**config.mk**
```make
export PLATFORM = sky130hd
export DESIGN_NAME = scn_ram_slot_arbiter
export DESIGN_NICKNAME = d
export VERILOG_FILES = /design/src/rtl/scn_ram_slot_arbiter.sv
export SDC_FILE = /design/constraint.sdc
export NUM_CORES = 1
export LEC_CHECK = 0
export ABC_AREA = 1
export BUFFER_PORTS_ARGS = -buffer_cell sky130_fd_sc_hd__buf_2
export CORE_AREA = 2 2 119 109
export CTS_CLUSTER_DIAMETER = 30
export DETAILED_ROUTE_END_ITERATION = 8
export DIE_AREA = 0 0 121 111
export MAX_ROUTING_LAYER = met4
export PLACE_DENSITY_LB_ADDON = 0.05
export SYNTH_ARGS = -nofsm -noshare
export SYNTH_HDL_FRONTEND = slang
export SYNTH_SLANG_ARGS = --single-unit
```
**constraint.sdc**
```tcl
create_clock -name clk -period 2.5 [get_ports clk]
set_input_delay 0.5 -clock clk [delete_from_list [all_inputs] [get_ports clk]]
set_output_delay 0.5 -clock clk [all_outputs]
set_load 0.02 [all_outputs]
```
**src/rtl/scn_ram_slot_arbiter.sv**
```systemverilog
// SCN RAM time-division slot arbiter: 8 addr/data pairs per 16-tick column.
// Define SCN_BLANK_CPU_EN to let the CPU take any pair during blanking.
module scn_ram_slot_arbiter #(
  parameter int AW       = 16,
  parameter int DW       = 16,
  parameter int CPU_PAIR = 7
) (
  input  logic          clk,
  input  logic          reset_n,
  input  logic          ce_13m,
  input  logic          line_start,
  input  logic          vid_blank,
  input  logic [AW-1:0] vid_addr,
  output logic [3:0]    slot,
  output logic          vid_strobe,
  output logic [DW-1:0] vid_data,
  input  logic          cpu_req,
  input  logic          cpu_we,
  input  logic [1:0]    cpu_be,
  input  logic [AW-1:0] cpu_addr,
  input  logic [DW-1:0] cpu_wdata,
  output logic          cpu_ack,
  output logic [DW-1:0] cpu_rdata,
  output logic [AW-2:0] ram_addr,
  output logic          ram_cs0_n,
  output logic          ram_cs1_n,
  output logic          ram_we_hi_n,
  output logic          ram_we_lo_n,
  output logic [DW-1:0] ram_dout,
  input  logic [DW-1:0] ram_din
);

`ifdef SCN_BLANK_CPU_EN
  localparam bit BLANK_EN = 1'b1;
`else
  localparam bit BLANK_EN = 1'b0;
`endif

  logic [AW-1:0] addr_q;
  logic [AW-1:0] c_addr;
  logic [DW-1:0] c_wdata;
  logic [1:0]    c_be;
  logic          c_we;
  logic          pending;
  logic          busy;
  logic          armed;

  logic [3:0]    slot_nxt;
  logic [2:0]    pair_n;
  logic          addr_ph;
  logic          cpu_slot;
  logic          accept;
  logic          pend_eff;
  logic          take;
  logic [AW-1:0] e_addr;
  logic [1:0]    e_be;
  logic          e_we;

  // A request accepted on this tick is forwarded straight into the commit.
  always_comb begin
    slot_nxt = line_start ? 4'd0 : slot + 4'd1;
    addr_ph  = ~slot_nxt[0];
    pair_n   = slot_nxt[3:1];
    cpu_slot = (pair_n == 3'(CPU_PAIR));
    accept   = cpu_req & armed & ~pending;
    pend_eff = pending | accept;
    e_addr   = accept ? cpu_addr : c_addr;
    e_be     = accept ? cpu_be : c_be;
    e_we     = accept ? cpu_we : c_we;
    take     = addr_ph & pend_eff &
               (cpu_slot | (BLANK_EN & vid_blank & slot[0]));
  end

  assign ram_addr  = addr_q[AW-2:0];
  assign ram_cs0_n = addr_q[AW-1];
  assign ram_cs1_n = ~addr_q[AW-1];
  assign ram_dout  = c_wdata;

  always_ff @(posedge clk or negedge reset_n) begin
    if (!reset_n) begin
      slot        <= '0;
      addr_q      <= '0;
      c_addr      <= '0;
      c_wdata     <= '0;
      c_be        <= '0;
      c_we        <= 1'b0;
      pending     <= 1'b0;
      busy        <= 1'b0;
      armed       <= 1'b1;
      vid_strobe  <= 1'b0;
      vid_data    <= '0;
      cpu_ack     <= 1'b0;
      cpu_rdata   <= '0;
      ram_we_hi_n <= 1'b1;
      ram_we_lo_n <= 1'b1;
    end else if (ce_13m) begin
      slot        <= slot_nxt;
      vid_strobe  <= 1'b0;
      cpu_ack     <= 1'b0;
      ram_we_hi_n <= 1'b1;
      ram_we_lo_n <= 1'b1;
      if (!cpu_req)
        armed <= 1'b1;
      if (accept) begin
        pending <= 1'b1;
        armed   <= 1'b0;
        c_addr  <= cpu_addr;
        c_wdata <= cpu_wdata;
        c_be    <= cpu_be;
        c_we    <= cpu_we;
      end
      // line_start lands here too: an in-flight CPU pair is dropped.
      if (addr_ph) begin
        busy <= take;
        if (take) begin
          addr_q <= e_addr;
          if (e_we) begin
            ram_we_hi_n <= ~e_be[1];
            ram_we_lo_n <= ~e_be[0];
          end
        end else if (!cpu_slot) begin
          addr_q <= vid_addr;
        end
      end else if (busy) begin
        cpu_ack <= 1'b1;
        busy    <= 1'b0;
        pending <= 1'b0;
        if (!c_we)
          cpu_rdata <= ram_din;
      end else if (slot[3:1] != 3'(CPU_PAIR)) begin
        vid_strobe <= 1'b1;
        vid_data   <= ram_din;
      end
    end
  end

endmodule

```
# After elaboration in Yosys (flattened, before gate mapping)
# Index checks and enable logic that the tools add are counted.
dict set report word_totals {
  regBits 94
  in_bits 73
  out_inout_bits 73
  elab_cells 60
}
dict set report op_classes {
  n_addsub 1
  n_eq_ne 4
  mux 23
  bitwise 12
  reduce_logical 5
}
# cell count
set ops {}
lappend ops {{$mux W16} 3}
lappend ops {{$mux W1} 18}
lappend ops {{$reduce_and A4 Y1} 2}
lappend ops {{$not A1 Y1} 7}
lappend ops {{$add A4 B1 Y4 const B} 1}
lappend ops {{$and A1 B1 Y1} 4}
lappend ops {{$mux W4} 1}
lappend ops {{$ne A2 B1 Y1 const B} 2}
lappend ops {{$reduce_and A2 Y1} 2}
lappend ops {{$eq A3 B3 Y1 const B} 1}
lappend ops {{$ne A3 B3 Y1 const B} 1}
lappend ops {{$reduce_and A3 Y1} 1}
lappend ops {{$mux W2} 1}
lappend ops {{$or A1 B1 Y1} 1}

# Longest topological paths before layout
dict set report depth {
  depth_word 7
  mapped_depth 11
  depth_no_buf 10
}

# Worst setup path after synthesis
# OpenSTA, ideal clock, no wires.
dict set report synth_timing {
  path_type {flip-flop to flip-flop}
  start {register slot[0]}
  end {register addr_q[10]}
  setup_ns 0.116
  arrival_ns 1.542
  t_required_ns 2.384
  setup_slack_ns 0.842
  path_stages_with_launch 11
  path_buffers 1
  period_less_slack_ns 1.658
  path_cell_list {dfrtp_1 -> ha_1 -> nand2_1 -> nand3_2 -> nor2_8 -> nand3_4 -> nand2_4 -> inv_2 -> buf_6 -> nand2_1 -> nand2_1}
}
dict set report synth_between {
  elab_chain_cells 7
  word_cells_on_any_way 9
  cone_classes {1 x add/sub; 2 x eq/ne; 2 x mux; 3 x bitwise; 1 x reduce/logical}
}
# element line
set synth_lines {}
lappend synth_lines {{from (decl)} 14} ;# output logic [3:0] slot,
lappend synth_lines {{from (signal assigned)} 97} ;# slot <= slot_nxt;
lappend synth_lines {{$add A4 B1 Y4 *} 61} ;# slot_nxt = line_start ? 4'd0 : slot + 4'd1;
lappend synth_lines {{$mux W4 *} 61}
lappend synth_lines {{$not A1 Y1 (no source line)} n/a}
lappend synth_lines {{$and A1 B1 Y1 (2 in a row)} 70} ;# take = addr_ph & pend_eff &
lappend synth_lines {{$ne A2 B1 Y1 (no source line)} n/a}
lappend synth_lines {{$reduce_and A3 Y1 (no source line)} n/a}
lappend synth_lines {{to (signal assigned)} 116} ;# addr_q <= e_addr;
lappend synth_lines {{to (signal assigned)} 122} ;# addr_q <= vid_addr;
lappend synth_lines {{to (decl)} 39} ;# logic [AW-1:0] addr_q;
# Every way passes the cells marked *; elsewhere a longest branch is shown, timed or not.
# A chain may end at the register's enable or synchronous reset.

# Worst setup path after layout
dict set report layout_timing {
  start {register armed}
  end {register addr_q[9]}
}
dict set report layout_between {
  elab_chain_cells 7
  word_cells_on_any_way 9
  cone_classes {1 x eq/ne; 2 x mux; 5 x bitwise; 1 x reduce/logical}
}
# element line
set layout_lines {}
lappend layout_lines {{from (decl)} 46} ;# logic armed;
lappend layout_lines {{from (signal assigned)} 89} ;# armed <= 1'b1;
lappend layout_lines {{from (signal assigned)} 103} ;# armed <= 1'b1;
lappend layout_lines {{from (signal assigned)} 106} ;# armed <= 1'b0;
lappend layout_lines {{$and A1 B1 Y1 * (2 in a row)} 65} ;# accept = cpu_req & armed & ~pending;
lappend layout_lines {{$or A1 B1 Y1} 66} ;# pend_eff = pending | accept;
lappend layout_lines {{$and A1 B1 Y1 (2 in a row)} 70}
lappend layout_lines {{$ne A2 B1 Y1 (no source line)} n/a}
lappend layout_lines {{$reduce_and A3 Y1 (no source line)} n/a}
# Marks and branches as above.

==> impl_metrics.toml <==
[timing]
fin_tns_setup_ns = 0
slew_violations = 0
fin_skew_ns = 0.00567
slew_headroom_pct = 51.7
clock.fmax_mhz = 501
rsz0062_at_grt = "false"
min_period_ns = 2.00
hold_viol_final = 0
fin_ws_ns = 0.503
finalCritPeriodShare_pct = 79.9
setup_viol = 0
tightestPinTransition_ns = 0.723

[routing]
via_per_inst = 4.41
drtAntennaViolNets = 0
wirelength_um = 10300
vias = 3560
drt-initial-drc-count = 139
dr.pass1.iters = 7
drc_errors = 0
wl_per_cell_um = 12.8

[power_and_ir_drop]
clkPwrFrac_pct = 39.2
p_sw_w = 0.00111
power-per-cell-area_mw_per_mm2 = 744
ir_drop_uv = 471
leakage_nw = 3.02
p_int_w = 0.00290
combPwrFrac_pct = 16.7
seq_power_share_pct = 44.1
p_sw_share_pct = 27.7

[die]
num_io_pins = 146
coreArea_sq_mm = 0.0123
die-height_um = 111
die_w_um = 121
start_util_pct = 33.8
core.rowCount = 39
design.die.area_sq_mm = 0.0134

[synthesis]
synth-compound-area-share_pct = 9.39
synthCells = 500
yosysWarnings = 0
yosys.area_share.adder_pct = 0.300
synth_xor_area_share_pct = 0
synth_cell_types = 26
yosysTopAreaCellShare_pct = 54.6
synth_nets = 574
synth_area_per_cell_sq_um = 8.34
yosysSeqAreaShare_pct = 56.5
ys_seq_elements = 94
synth-simple-area-share_pct = 26.3
synth_top_cell_by_area = "dfrtp_1"
synthTopCellsByArea = "dfrtp_1, nand2_1, o21ai_1"
muxShareOfSynthArea_pct = 0
syn_area_sq_mm = 0.00417
synth_top_family_by_area = "simple AND/OR/NAND/NOR gates"

[global_routing]
grt_pass1_vias = 3521
grt_overflow = 0
antenna_found_initial = 2
grt_max_degree = 41
grt_usage_pct = 16.8
grt_first_pass_wirelength_um = 17300

[setup_path]
arrival_ns = 2.23
critPathRequiredTime_ns = 2.74
path_max_fanout = 19
regToRegEndpoint = "addr_q[9]"
worstSetupPathType = "register to register"
cp-end-kind = "register"
regToRegSetupSlack_ns = 0.50
critical_path.startpoint = "armed"
worst_setup_path_start_kind = "register"
rr_startpoint = "armed"
reg2reg_depth = 7

[final_layout]
final_common_cell = "nand2_1"
areaGrowthSynthToFinish_pct = 29.1
nets = 711
multi_input_area_sq_mm = 0.00150
ff_latch_area_sq_mm = 0.00236
nFillCells = 1262
drive_gt1_share_pct = 28.2
stdcell_count = 808
final_cell_mix = "nand2_1, buf_2, dfrtp_1, inv_1, o21ai_1"

[clock_network]
cts_tree = "yes"
cts_max_level = 3
clk_latency_ns = 0.35
cts_sinks = 94
cts_resized = 0
clockBufferDepth = 2
clkTransAtPathRegs_ns = 0.07
numCtsBuffers = 9
cts_setup_buffers = 0
ctsHoldBuffers = 0
clockRootBuffer = "clkbuf_16"

[placement]
post-dp-hpwl_um = 7280
place_inst = 790
port_buffers = 144
pre_cts_slack_ns = 0.396
place.gp.congestion = 0.735

[run_status]
outcome = "completed"

[worst_hold_path]
hp-class = "primary input to asynchronous set/reset pin"

[run]
maxCapViolCount = 0
[state kept, by name, indices dropped and copies added, names as in the netlist]
| signal | count |
|---|---|
| slot | 4 |
| c_we | 1 |
| ram_dout | 16 |
| armed | 1 |
| cpu_ack | 1 |
| c_be | 2 |
| pending | 1 |
| ram_we_hi_n | 1 |
| vid_data | 16 |
| ram_we_lo_n | 1 |
| busy | 1 |
| c_addr | 16 |
| addr_q | 16 |
| vid_strobe | 1 |
| cpu_rdata | 16 |
[Yosys cell counts, drive strengths merged]
library cell	n
nand2	216
dfrtp	91
o21ai	73
inv	49
nand4	18
buf	16
nor2	13
clkbuf	8
nand3	7
a21oi	3
dfstp	3
ha	1
nor3	1
o31ai	1
[critical path, stage by stage, from the launching register on]
cell     delay (ns)
dfstp_2        0.58
a21oi_2        0.09
nor2_2         0.56
nand3_4        0.33
nand2_1        0.14
nand2_1        0.07
nand2_1        0.06
nand2_1        0.04
[power by group through the flow]
stage / Clock [W] / Sequential (W) / Combinational [W]
floorplan: 0 / 0.00195 / 0.000243
global placement: 0 / 0.00179 / 0.000674
detailed placement: 0 / 0.00179 / 0.000684
CTS: 0.00162 / 0.00177 / 0.000686
global route: 0.00170 / 0.00179 / 0.000758
finish: 0.00157 / 0.00177 / 0.000671
[stage by stage]
stage	util, %	hold slack [ns]	cell area, sq um	power (W)
6_report	43.6	0.127	5380	0.00401
5_1_grt	43.6	0.160	5380	0.00425
4_1_cts	43.6	0.146	5380	0.00408
3_5_place_dp	40.8	0.458	5040	0.00248
3_3_place_gp	40.8	0.451	5040	0.00246
2_1_floorplan	-	0.204	4170	0.00219
[worst max path at each step]
stage                     slack [ns]    endpoint  cells past startpoint
final                           0.50   addr_q[9]                      7
after global routing            0.36  addr_q[13]                      7
after CTS                       0.49   addr_q[9]                      7
after detailed placement        0.40  c_addr[13]                      7
after global placement          0.43  c_addr[10]                      7
after floorplan                 0.84  addr_q[10]                     10
[logic make-up (layout without fill, tap and decap cells)]
| family | Yosys count | count (layout) |
|---|---|---|
| flip-flops | 94 | 94 |
| AND/OR/NAND/NOR | 255 | 255 |
| buffers and inverters | 73 | 215 |
| AO/OA/AOI/OAI | 77 | 77 |
| other | 0 | 2 |
| adder cells (fa/ha/maj) | 1 | 1 |
[cell type report]
type / count / area share (%)
Sequential cell: 94 / 43.8
Multi-Input combinational cell: 333 / 27.9
Timing Repair Buffer: 150 / 14.7
Clock buffer: 11 / 4.32
Tap cell: 164 / 3.81
Inverter: 49 / 3.42
Clock inverter: 5 / 1.98
Antenna cell: 2 / 0.0930
[layer usage]
layer	vias to the layer above	GRT usage, %	wire length (um)
met5	-	-	0
met4	0	3.49	84
met3	6	7.72	927
met2	102	24.5	4580
met1	1598	21.5	4740
li1	1854	-	-
(Power assumes the default switching activity.)
